File: src/rtl/runway_pkg.sv
// Shared definitions for the runway signal receiver: signal word codes and
// the per-runway state type.
package runway_pkg;

  localparam logic [3:0] SIG_RWY_A   = 4'b1010;
  localparam logic [3:0] SIG_RWY_B   = 4'b1011;
  localparam logic [1:0] SIG_HOLD_PFX = 2'b11;

  typedef enum logic [1:0] {
    IDLE     = 2'd0,
    CLEARED  = 2'd1,
    OCCUPIED = 2'd2
  } rwy_state_e;

endpackage

File: src/rtl/runway_slot.sv
// One runway: clearance/occupancy FSM, shared down-counter for the ack window
// and the occupancy period, and a saturating landing counter.
module runway_slot
  import runway_pkg::*;
#(
  parameter int OCC_CYCLES  = 16,
  parameter int ACK_TIMEOUT = 8,
  parameter int CNT_W       = 8
) (
  input  logic             clk,
  input  logic             rst_n,
  input  logic             req_i,
  input  logic             ack_i,
  output logic             cleared_o,
  output logic             busy_o,
  output logic             expire_o,
  output logic [CNT_W-1:0] land_cnt_o
);

  localparam logic [7:0]       TMO_LOAD = 8'(ACK_TIMEOUT - 1);
  localparam logic [7:0]       OCC_LOAD = 8'(OCC_CYCLES - 1);
  localparam logic [CNT_W-1:0] LAND_ONE = {{(CNT_W-1){1'b0}}, 1'b1};
  localparam logic [CNT_W-1:0] LAND_MAX = {CNT_W{1'b1}};

  rwy_state_e       state_q, state_d;
  logic [7:0]       cnt_q, cnt_d;
  logic [CNT_W-1:0] land_q, land_d;

  always_ff @(posedge clk or negedge rst_n) begin
    if (!rst_n) begin
      state_q <= IDLE;
      cnt_q   <= 8'd0;
      land_q  <= '0;
    end else begin
      state_q <= state_d;
      cnt_q   <= cnt_d;
      land_q  <= land_d;
    end
  end

  // The counter holds the cycles remaining in the current state minus one,
  // so reaching zero marks the last cycle of the window.
  always_comb begin
    state_d  = state_q;
    cnt_d    = cnt_q;
    land_d   = land_q;
    expire_o = 1'b0;
    case (state_q)
      IDLE: begin
        if (req_i) begin
          state_d = CLEARED;
          cnt_d   = TMO_LOAD;
        end
      end
      CLEARED: begin
        if (ack_i) begin
          state_d = OCCUPIED;
          cnt_d   = OCC_LOAD;
          if (land_q != LAND_MAX) land_d = land_q + LAND_ONE;
        end else if (cnt_q == 8'd0) begin
          state_d  = IDLE;
          expire_o = 1'b1;
        end else begin
          cnt_d = cnt_q - 8'd1;
        end
      end
      OCCUPIED: begin
        if (cnt_q == 8'd0) state_d = IDLE;
        else               cnt_d   = cnt_q - 8'd1;
      end
      default: state_d = IDLE;
    endcase
  end

  assign cleared_o  = (state_q == CLEARED);
  assign busy_o     = (state_q != IDLE);
  assign land_cnt_o = land_q;

endmodule

File: src/rtl/runway_signal_receiver.sv
// Receives runway signal words, hands requests to two independent runway
// slots and produces registered deny/err/timeout pulses.
module runway_signal_receiver
  import runway_pkg::*;
#(
  parameter int OCC_CYCLES  = 16,
  parameter int ACK_TIMEOUT = 8,
  parameter int CNT_W       = 8
) (
  input  logic             clk,
  input  logic             rst_n,
  input  logic             sig_valid,
  input  logic [3:0]       signal,
  output logic             sig_ready,
  input  logic [1:0]       ack,
  output logic [1:0]       cleared,
  output logic [1:0]       busy,
  output logic             deny,
  output logic             err,
  output logic             timeout,
  output logic [CNT_W-1:0] land_cnt_a,
  output logic [CNT_W-1:0] land_cnt_b
);

  logic       accept, is_a, is_b, is_hold, illegal;
  logic [1:0] req, expire;
  logic       deny_q, deny_d, err_q, err_d, timeout_q, timeout_d;

  assign is_a    = (signal == SIG_RWY_A);
  assign is_b    = (signal == SIG_RWY_B);
  assign is_hold = (signal[3:2] == SIG_HOLD_PFX);
  assign illegal = !(is_a || is_b || is_hold);

  // Words are held off while any clearance is outstanding.
  assign sig_ready = !(cleared[0] || cleared[1]);
  assign accept    = sig_valid && sig_ready;

  assign req[0] = accept && is_a && !busy[0];
  assign req[1] = accept && is_b && !busy[1];

  runway_slot #(
    .OCC_CYCLES (OCC_CYCLES),
    .ACK_TIMEOUT(ACK_TIMEOUT),
    .CNT_W      (CNT_W)
  ) u_slot_a (
    .clk       (clk),
    .rst_n     (rst_n),
    .req_i     (req[0]),
    .ack_i     (ack[0]),
    .cleared_o (cleared[0]),
    .busy_o    (busy[0]),
    .expire_o  (expire[0]),
    .land_cnt_o(land_cnt_a)
  );

  runway_slot #(
    .OCC_CYCLES (OCC_CYCLES),
    .ACK_TIMEOUT(ACK_TIMEOUT),
    .CNT_W      (CNT_W)
  ) u_slot_b (
    .clk       (clk),
    .rst_n     (rst_n),
    .req_i     (req[1]),
    .ack_i     (ack[1]),
    .cleared_o (cleared[1]),
    .busy_o    (busy[1]),
    .expire_o  (expire[1]),
    .land_cnt_o(land_cnt_b)
  );

  assign deny_d    = accept && ((is_a && busy[0]) || (is_b && busy[1]));
  assign err_d     = accept && illegal;
  assign timeout_d = expire[0] || expire[1];

  always_ff @(posedge clk or negedge rst_n) begin
    if (!rst_n) begin
      deny_q    <= 1'b0;
      err_q     <= 1'b0;
      timeout_q <= 1'b0;
    end else begin
      deny_q    <= deny_d;
      err_q     <= err_d;
      timeout_q <= timeout_d;
    end
  end

  assign deny    = deny_q;
  assign err     = err_q;
  assign timeout = timeout_q;

endmodule
File: config.mk
export PLATFORM = sky130hd
export DESIGN_NAME = runway_signal_receiver
export DESIGN_NICKNAME = d
export VERILOG_FILES = /design/src/rtl/runway_pkg.sv /design/src/rtl/runway_slot.sv /design/src/rtl/runway_signal_receiver.sv
export SDC_FILE = /design/constraint.sdc
export NUM_CORES = 1
export LEC_CHECK = 0
export CAP_MARGIN = 0
export CORE_UTILIZATION = 54
export DETAILED_ROUTE_END_ITERATION = 10
export GPL_ROUTABILITY_DRIVEN = 0
export GPL_TIMING_DRIVEN = 0
export PLACE_DENSITY = 0.81
export SETUP_SLACK_MARGIN = 0.2
export SYNTH_ARGS = -nofsm -noshare
export SYNTH_HDL_FRONTEND = slang
export SYNTH_SLANG_ARGS = --single-unit
File: constraint.sdc
create_clock -name clk -period 2.6 [get_ports clk]
set_input_delay 0.52 -clock clk [delete_from_list [all_inputs] [get_ports clk]]
set_output_delay 0.52 -clock clk [all_outputs]
set_load 0.03 [all_outputs]
### After elaboration in Yosys (flattened, before gate mapping)

Index checks and enable logic that the tools add are counted.

* memories kept: 0
* RAM bits: 0
* latch bits: 0
* input port bits: 9
* ROM bits: 0
* flip-flop bits (word level): 39

* equality and inequality tests: 11
* multiplexer cells: 22
* multiply operators: 0
* div/mod/pow operators: 0
* $lt $le $gt $ge: 0
* reductions and logical operators: 30
* add/sub/neg operators: 4
* bitwise operators: 0
* shift operators: 0

Operators with widths (number)
* $mux W8: 6
* $pmux W8 S3: 2
* $add A8 B1 Y8 const B: 2
* $logic_not A8 Y1: 2
* $ne A8 B8 Y1 const B: 2
* $sub A8 B1 Y8 const B: 2
* $mux W2: 6
* $pmux W2 S3: 2
* $logic_and A1 B1 Y1: 9
* $eq A4 B4 Y1 const B: 2
* $eq A2 B2 Y1 const B: 3
* $mux W1: 6
* $reduce_and A3 Y1: 2
* $reduce_bool A3 Y1: 2
* $logic_or A1 B1 Y1: 5
* $eq A2 B1 Y1 const B: 2
* $logic_not A1 Y1: 4
* $logic_not A2 Y1: 2
* $ne A2 B1 Y1 const B: 2
* $reduce_and A2 Y1: 2
* $reduce_bool A2 Y1: 2

### Logic depth before layout (Yosys ltp)

Gate-level depths: netlist of run 1.

* depth in word-level cells: 8
* mapped depth: 8
* mapped depth without buffers: 7

### Hierarchy

A second synthesis of run 1 with hierarchy kept.

* cell total of the unflattened synthesis: 243
* area, all modules: 2313.5 um2

Modules (own cells, without submodules)
* runway_slot: seq. area each 450.4 um2, cells each 115, instances 2, area an instance 1081.0 um2
* runway_signal_receiver: seq. area each 75.1 um2, cells each 13, instances 1, area an instance 151.4 um2

### Worst setup path before layout of run 1

No wires, ideal clock.

* path kind: flip-flop to flip-flop
* start point: reg u_slot_a.cnt_q[3]
* end point: reg u_slot_a.cnt_q[1]
* data required time: 2.521 ns
* stages on the path, launching flop included: 7
* path slack: 0.404 ns
* path buffers: 1
* arrival: 2.116 ns
* path through: dfrtp_1 or4_4 or4b_4 buf_6 mux2_4 a21oi_2 a2bb2oi_1

* cells in the longest elaborated chain, start to end: 4

RTL lines
* from (decl): RTL line runway_slot.sv:26 `logic [7:0] cnt_q, cnt_d;`
* from (signal assigned): RTL line runway_slot.sv:36 `cnt_q <= cnt_d;`
* $logic_not A8 Y1 *: RTL line runway_slot.sv:60, runway_slot.sv:68
* $mux W8 *
* $mux W8
* $pmux W8 S3 *

Every way passes the cells marked *; elsewhere a longest branch is shown, timed or not.
A chain may end at the register's enable or synchronous reset.

### Worst setup path after layout of run 1

Ends and elaborated chain as after synthesis.

==> impl_metrics.yaml, run 1 <==
logic_synthesis:
  ys_types: 47
  syn_nets: 256
  syn-instance-count: 233
  avgSynthCellArea_um2: 9.64
  ys.flop_type: "dfrtp_1"
  synth_edf_count: 0
  syn-cell-area_mm2: 0.00225
  synth_seq_cells: 39
  async_reset_ff_share_pct: 100
  ys_seq_area_share_pct: 43.4
  yosysWarnings: 0
critical_path:
  crit_type: "reg -> reg"
  crit_required_ns: 2.82
  timing.rr.start: "u_slot_a.cnt_q[3]$_DFFE_PN0P_"
  worstSetupStartpointType: "flip-flop"
  worstPathMaxFanout: 6
  rr_worst_depth: 6
  arrival_ns: 2.53
  critPathCaptureType: "flip-flop"
  reg2reg_slack_ns: 0.28
  reg2reg_to: "u_slot_a.cnt_q[1]$_DFFE_PN0P_"
die:
  die_h_um: 66.5
  die_area_mm2: 0.00442
  io_pins: 33
  core_mm2: 0.00400
  die_w_um: 66.5
  row_count: 23
  initial_utilization_pct: 56.2
drt:
  drt_iter0_markers: 108
  post_drt_wl_per_cell_um: 14.0
  drc: 0
  vias: 1845
  vias_per_cell: 5.71
  drt_first_pass_iters: 4
  routed_wl_um: 4520
  ant_nets: 0
global_route:
  grt.total_usage_pct: 22.8
  grt-ovfl-total: 0
  antenna_found_initial: 0
  grt_first_pass_wirelength_um: 7670
  grt_pass1_vias: 1753
  grt_max_degree: 40
pwr:
  p_per_area_mw_per_mm2: 1200
  p_total_uw: 3330
  vdd.ir_drop.worst_mv: 0.760
  p_leak_uw: 0.00129
sta:
  setup_viol: 0
  min_period_ns: 2.32
  slew_viol_final: 0
  worst_pin_slew_ns: 0.861
  hold_slack_ns: 0.334
  rsz0062_at_grt: "true"
  fmax_mhz: 431
  finalHoldViolCount: 0
  fin_skew_ns: 0.00350
  fin_crit_sh_pct: 89.2
  slew_headroom_pct: 42.6
status:
  status: "finished, final reports clean"
clocking:
  cts.sink_count: 39
  postCtsHoldBufs: 0
  clock_path_buffers: 2
  clk_pin_slew_ns: 0.08
  cts.htree.levels: 2
  root_buffer: "clkbuf_8"
  cts_tree: "yes"
  cts_buffers: 5
  cts_setup_buffers: 0
  clk_latency_ns: 0.29
finish:
  seq_area_um2: 977
  layout-drive-gt1-share_pct: 12.1
  multi_input_area_mm2: 0.00118
  fin_nets: 295
  diodes: 0
  fillers: 309
  syn2layout_area_growth_pct: 23.3
job:
  max_cap_violations: 0
place:
  io_buffers: 32
  dp.final_hpwl_um: 3340
min_path:
  hold_path.class: "in -> async"
[worst max-delay path, cell delays in order, from the launching register on]
cell	delay (ns)
dfrtp_2	0.45
or4_4	0.56
or4b_4	0.49
buf_6	0.15
mux2_4	0.30
a21oi_2	0.13
a2bb2oi_1	0.16
[worst max-delay path by stage]
stage	endpoint	start	slack, ns	depth (start not counted)
2_1_floorplan	u_slot_a.cnt_q[1]$_DFFE_PN0P_	u_slot_a.cnt_q[3]$_DFFE_PN0P_	0.40	6
3_3_place_gp	u_slot_a.cnt_q[5]$_DFFE_PN0P_	sig_valid	-0.01	6
3_5_place_dp	u_slot_a.cnt_q[5]$_DFFE_PN0P_	sig_valid	-0.02	6
4_1_cts	u_slot_a.cnt_q[5]$_DFFE_PN0P_	u_slot_b.state_q[1]$_DFFE_PN0P_	0.17	7
5_1_grt	u_slot_a.cnt_q[5]$_DFFE_PN0P_	u_slot_b.state_q[1]$_DFFE_PN0P_	0.14	7
6_report	u_slot_a.cnt_q[1]$_DFFE_PN0P_	u_slot_a.cnt_q[3]$_DFFE_PN0P_	0.28	6
[kinds of logic after synthesis]
family	share of synthesized area, %
fa+ha+maj	7.80
compound gates	17.6
simple gates	18.9
xor+xnor	4.29
buf+inv	4.84
flops	43.4
mux	3.12
[where the power goes]
group / internal (uW) / switching (uW) / total [uW]
registers: 785 / 194 / 979
logic: 781 / 1040 / 1820
clock network: 311 / 218 / 529
[layout make-up]
cell class | count | share of cell area (%)
Timing Repair Buffer | 32 | 11.7
Tap cell | 50 | 2.26
Clock inverter | 2 | 1.26
Sequential cell | 39 | 35.3
Clock buffer | 6 | 2.98
Multi-Input combinational cell | 171 | 42.6
Inverter | 17 | 2.30
Buffer | 6 | 1.63
[cells in the mapped netlist (all sizes together) (3+ instances only)]
master / n / area, um2
a22o: 8 / 70.1
a2bb2oi: 3 / 26.3
a31oi: 6 / 37.5
buf: 5 / 41.3
dfrtp: 39 / 976
ha: 14 / 175
inv: 17 / 63.8
mux2: 5 / 60.1
nand2: 17 / 63.8
nand2b: 5 / 31.3
nand3: 9 / 45.0
nor2: 23 / 86.3
nor2b: 4 / 25.0
nor3: 8 / 40.0
o211ai: 3 / 22.5
o21ai: 18 / 93.8
o22ai: 4 / 25.0
o2bb2ai: 3 / 26.3
or3: 3 / 20.0
xnor2: 4 / 35.0
xor2: 7 / 61.3
[flip-flops by register name, summed over array words and instances (netlist names)]
register and cells:
u_slot_b.land_cnt_o 8, u_slot_b.state_q 2, u_slot_a.cnt_q 8, u_slot_a.state_q 2, u_slot_a.land_cnt_o 8, u_slot_b.cnt_q 8, deny 1, err 1
timeout 1
[cells in the final DEF (no fill, tap or decap), types with 5 or more instances in the layout]
master,instances
dfrtp_1,38
clkdlybuf4s50_1,26
nor2_1,21
inv_1,17
nand2_1,17
o21ai_0,17
ha_1,13
nand3_1,8
nor3_1,8
a22o_1,8
xor2_1,7
a31oi_1,6
clkbuf_8,6
nand2b_1,5
[stage by stage]
stage / std cells / util (%) / cell area, um2 / setup TNS [ns] / setup WS, ns
2_1_floorplan: 233 / - / 2250 / 0 / 0.404
3_3_place_gp: 315 / 65.7 / 2630 / -0.0147 / -0.0147
3_5_place_dp: 315 / 65.6 / 2630 / -0.0242 / -0.0242
4_1_cts: 323 / 68.6 / 2740 / 0 / 0.172
5_1_grt: 323 / 69.3 / 2770 / 0 / 0.144
6_report: 323 / 69.3 / 2770 / 0 / 0.281
[layer usage]
metal	vias to the layer above	global-route usage, %	wire length (um)
li1	912	-	-
met1	889	29.0	2120
met2	37	37.6	2200
met3	7	5.65	123
met4	0	7.45	73
met5	-	0	0
[what timing repair did]
action / in CTS / in global routing
endpoints found under the setup margin: 3 / 20
resized for setup: 2 / 9
pin swaps: 0 / 1
endpoints found under the hold margin: 0 / 0
cloned: 0 / 0
Power figures use the tool's default switching activity.
==> run 2: changes to the inputs <==
- CORE_UTILIZATION: 54 -> 55
- DONT_BUFFER_PORTS: not set -> 1
- PLACE_DENSITY: 0.81 -> 0.72
- SKIP_LAST_GASP: not set -> 1
- SLEW_MARGIN: not set -> 20
==> run 2 against run 1 <==
Effect of this change: setup slack better by 0.024 ns; final area down 11%; first-iteration DRC count is 40% lower; combinational power decreased by 22%; global-route usage down 0.61 points; via count shrank 7.0%; critical endpoint unchanged; utilization shrank 4.0 points; largest cell class unchanged; critical path depth unchanged.
==> impl_metrics.yaml, run 2 (synthesized netlist as in run 1, its figures left out) <==
critical_path:
  critPathSlowestCell: "or4_4"
  rr_worst_depth: 6
  arrival_ns: 2.52
  cp_top_family: "simple AND/OR/NAND/NOR gates"
  crit_required_ns: 2.82
  crit_buf_inv: 1
  worstSetupStartpointType: "flip-flop"
  critPathCaptureType: "flip-flop"
  crit_type: "reg -> reg"
  worstPathMaxFanout: 6
  crit_path_max_incr_delay_ns: 0.57
  cp.depth: 6
  crit_chain: "or4_4, or4b_4, buf_6, mux2_4, a21oi_2, a2bb2oi_1"
pwr:
  intPower_uw: 1750
  p_leak_uw: 0.00114
  p_sw_share_pct: 44.5
  p_switching_uw: 1410
  combPwrFrac_pct: 44.8
  p_per_area_mw_per_mm2: 1270
  power_frac_clock_pct: 19.0
  vdd.ir_drop.worst_mv: 0.917
  sequentialPowerShare_pct: 36.2
sta:
  fmax_mhz: 436
  hold_slack_ns: 0.0613
  worst_pin_slew_ns: 0.652
  slew_viol_final: 0
  min_period_ns: 2.30
  finalHoldViolCount: 0
  setup_ws_ns: 0.305
  setup_viol: 0
  rsz0062_at_grt: "false"
  fin_setup_tns_ns: 0
  fin_crit_sh_pct: 88.3
  fin_skew_ns: 0.00770
  slew_headroom_pct: 56.1
global_route:
  grt.total_usage_pct: 22.2
  grt-ovfl-total: 0
  grt_max_degree: 40
  grt_first_pass_wirelength_um: 7320
  antenna_found_initial: 0
  grt_pass1_vias: 1668
drt:
  routed_wl_um: 4170
  vias: 1715
  vias_per_cell: 5.91
  ant_nets: 0
  drc: 0
  post_drt_wl_per_cell_um: 14.4
  drt_first_pass_iters: 4
  drt_iter0_markers: 65
die:
  initial_utilization_pct: 59.2
  die_area_mm2: 0.00435
  core_mm2: 0.00380
  die_h_um: 65.9
  die_w_um: 65.9
  io_pins: 33
  row_count: 22
clocking:
  cts.sink_count: 39
  clock_path_buffers: 2
  clk_pin_slew_ns: 0.08
  clk_latency_ns: 0.29
  cts_buffers: 5
  root_buffer: "clkbuf_8"
  cts_setup_buffers: 0
  cts_tree: "yes"
  cts.htree.levels: 2
finish:
  syn2layout_area_growth_pct: 10.2
  final_util_pct: 65.2
  layout_common_cells: "dfrtp_1, nor2_1, inv_1, nand2_1, o21ai_0"
  diodes: 0
  layout-drive-gt1-share_pct: 12.8
  fin_nets: 264
  layout_commonest_cell: "dfrtp_1"
job:
  max_cap_violations: 0
place:
  io_buffers: 0
  place_ws_ns: 0.212
  dp.final_hpwl_um: 3020
status:
  status: "finished, final reports clean"
min_path:
  hold_path.class: "in -> async"
-- run 2: cell types whose count changed in the layout (fill, tap and decap cells not counted), sizes merged --
cell	delta
clkdlybuf4s50	-26
dlymetal6s2s	-4
bufinv	+1
clkinv	-1
dlygate4sd2	-1
-- run 2: final timing paths --
check | startpoint | to | slack, ns
min | rst_n | u_slot_a.land_cnt_o[3]$_DFFE_PN0P_ | 0.06
max | u_slot_a.cnt_q[3]$_DFFE_PN0P_ | u_slot_a.cnt_q[1]$_DFFE_PN0P_ | 0.30
max reg2reg | u_slot_a.cnt_q[3]$_DFFE_PN0P_ | u_slot_a.cnt_q[1]$_DFFE_PN0P_ | 0.30
min in group clk | signal[3] | err$_DFF_PN0_ | 0.43
min reg2reg | u_slot_b.cnt_q[4]$_DFFE_PN0P_ | u_slot_b.cnt_q[4]$_DFFE_PN0P_ | 0.53
max in group asynchronous | rst_n | u_slot_b.cnt_q[1]$_DFFE_PN0P_ | 2.35
-- run 2: power by group through the flow --
stage	logic, uW	registers (uW)	clock network (uW)
after floorplan	1150	1100	0
after CTS	1400	1140	606
after global placement	1350	1150	0
final	1420	1140	599
after detailed placement	1370	1150	0
after global routing	1600	1180	637
-- run 2: area by class of cell --
cell class | instances | area, um2
clock inverters | 2 | 60.1
repair buffers | 1 | 20.0
flip-flops and latches | 39 | 976
plain buffers | 6 | 45.0
clock buffers | 6 | 72.6
multi-input cells | 171 | 1180
fillers | 298 | 1320
inverters | 17 | 63.8
well taps | 48 | 60.1
-- run 2: worst register-to-register path, cell delays in order (launching register included) --
cell and delay, ns:
dfrtp_1 0.44, or4_4 0.57, or4b_4 0.49, buf_6 0.15, mux2_4 0.30, a21oi_2 0.13, a2bb2oi_1 0.15
-- run 2: timing repair --
item / CTS / global route
endpoints found under the setup margin: 1 / 9
pin swaps: 0 / 1
hold buffers: 1 / 0
resized for setup: 1 / 4
endpoints found under the hold margin: 39 / 0
-- run 2: layer usage --
metal | up-vias | routed length, um | track usage, % | share of wire (%)
met1 | 813 | 1980 | 28.6 | 48
met3 | 5 | 288 | 6.90 | 6.9
li1 | 847 | - | - | -
met4 | 0 | 47 | 7.07 | 1.1
met2 | 50 | 1850 | 35.1 | 44
met5 | - | 0 | 0 | 0
-- run 2: metrics by stage --
step	std cells	total power (uW)	area [um2]
3_3_place_gp	281	2500	2310
2_1_floorplan	233	2250	2250
5_1_grt	290	3410	2480
4_1_cts	290	3150	2460
6_report	290	3160	2480
3_5_place_dp	281	2520	2310
==> run 3: changes to the inputs <==
- TNS_END_PERCENT: not set -> 20
==> run 3 against run 2 <==
Effect of this change: final area down 0.30%; global-route usage unchanged; wire length down 0.17%; non-clock buffer count unchanged; sequential share of layout area up 0.12 points; sequential power about the same; setup slack worse by 0.013 ns; via count down 0.47%; clock skew down 0.0018 ns; register-to-register slack about the same; clock power about the same; power down 0.41%; largest power group unchanged; highest routed layer unchanged.
==> impl_metrics.yaml, run 3 (synthesized netlist as in run 1, its figures left out) <==
status:
  status: "finished, final reports clean"
critical_path:
  reg2reg_slack_ns: 0.29
  critPathCaptureType: "flip-flop"
  crit_path_max_incr_delay_ns: 0.57
  crit_required_ns: 2.78
  worstSetupStartpointType: "flip-flop"
  cp_top_family: "simple AND/OR/NAND/NOR gates"
  crit_buf_inv: 1
  crit_chain: "or4_4, or4b_4, buf_6, nand3_1, nor2_1, a32o_1"
  crit_type: "reg -> reg"
  worstPathMaxFanout: 6
  arrival_ns: 2.49
  critPathSlowestCell: "or4_4"
die:
  die_area_mm2: 0.00435
  die_h_um: 65.9
  core_mm2: 0.00380
  initial_utilization_pct: 59.2
  io_pins: 33
  row_count: 22
  die_w_um: 65.9
pwr:
  p_per_area_mw_per_mm2: 1270
  vdd.ir_drop.worst_mv: 0.916
  p_leak_uw: 0.00114
finish:
  layout_common_cells: "dfrtp_1, nor2_1, inv_1, nand2_1, o21ai_0"
  layout_commonest_cell: "dfrtp_1"
  fin_nets: 264
  final_util_pct: 65.0
  fillers: 299
  syn2layout_area_growth_pct: 9.91
  seq_area_um2: 976
  multi_input_area_mm2: 0.00117
  diodes: 0
  layout-drive-gt1-share_pct: 12.0
sta:
  finalHoldViolCount: 0
  rsz0062_at_grt: "true"
  worst_pin_slew_ns: 0.657
  slew_headroom_pct: 55.7
  fin_skew_ns: 0.00591
  fmax_mhz: 433
  setup_viol: 0
  min_period_ns: 2.31
  fin_crit_sh_pct: 88.8
  slew_viol_final: 0
  fin_setup_tns_ns: 0
drt:
  ant_nets: 0
  drc: 0
  drt_first_pass_iters: 4
  drt_iter0_markers: 67
  vias_per_cell: 5.89
  routed_wl_um: 4160
  vias: 1707
  post_drt_wl_per_cell_um: 14.3
global_route:
  grt.total_usage_pct: 22.2
  grt_max_degree: 40
  grt_pass1_vias: 1668
  antenna_found_initial: 0
  grt-ovfl-total: 0
  grt_first_pass_wirelength_um: 7320
clocking:
  cts.htree.levels: 2
  cts_tree: "yes"
  root_buffer: "clkbuf_8"
  clk_latency_ns: 0.29
  cts.sink_count: 39
  clock_path_buffers: 2
  clk_pin_slew_ns: 0.08
  cts_buffers: 5
job:
  max_cap_violations: 0
place:
  dp.final_hpwl_um: 3020
  io_buffers: 0
min_path:
  hold_path.class: "in -> async"
run 3: cell counts in the layout (fill, tap and decap cells not counted):
No cell type changed its count.
run 3: power breakdown:
group,internal (uW),total [uW],switching [uW]
registers,781,1140,361
logic,583,1410,824
clock network,384,596,212
run 3: layout make-up:
type	count	share of cell area, %
multi-input cells	171	47.5
flip-flops and latches	39	39.5
plain buffers	6	1.82
clock inverters	2	2.43
inverters	17	2.58
repair buffers	1	0.811
well taps	48	2.43
clock buffers	6	2.94
run 3: timing repair:
item,in CTS,in global routing
endpoints found under the setup margin,1,9
hold endpoints to repair,39,0
buffers inserted,0,0
resized for setup,1,2
hold buffers,1,0
run 3: metal layers:
layer / share of wire (%) / vias to the layer above / GRT usage, %
li1: - / 847 / -
met1: 48 / 799 / 28.6
met2: 44 / 54 / 35.1
met3: 6.6 / 7 / 6.90
met4: 1.2 / 0 / 7.07
met5: 0 / - / 0
run 3: final timing paths:
kind	start	to	cells past startpoint
max	u_slot_a.cnt_q[3]$_DFFE_PN0P_	u_slot_a.cnt_q[4]$_DFFE_PN0P_	6
min	rst_n	u_slot_a.land_cnt_o[3]$_DFFE_PN0P_	1
max reg2reg	u_slot_a.cnt_q[3]$_DFFE_PN0P_	u_slot_a.cnt_q[4]$_DFFE_PN0P_	6
min reg2reg	u_slot_b.cnt_q[4]$_DFFE_PN0P_	u_slot_b.cnt_q[4]$_DFFE_PN0P_	1
max in group asynchronous	rst_n	u_slot_b.cnt_q[1]$_DFFE_PN0P_	1
min in group clk	signal[3]	err$_DFF_PN0_	2
run 3: metrics by stage:
step / std cells / total power [uW] / setup WS, ns / area [um2] / hold slack [ns]
final: 290 / 3140 / 0.291 / 2470 / 0.0609
after global routing: 290 / 3400 / 0.143 / 2470 / 0.0644
after CTS: 290 / 3150 / 0.292 / 2460 / 0.0674
after detailed placement: 281 / 2520 / 0.212 / 2310 / 0.225
after global placement: 281 / 2500 / 0.255 / 2310 / 0.225
after floorplan: 233 / 2250 / 0.404 / 2250 / 0.224
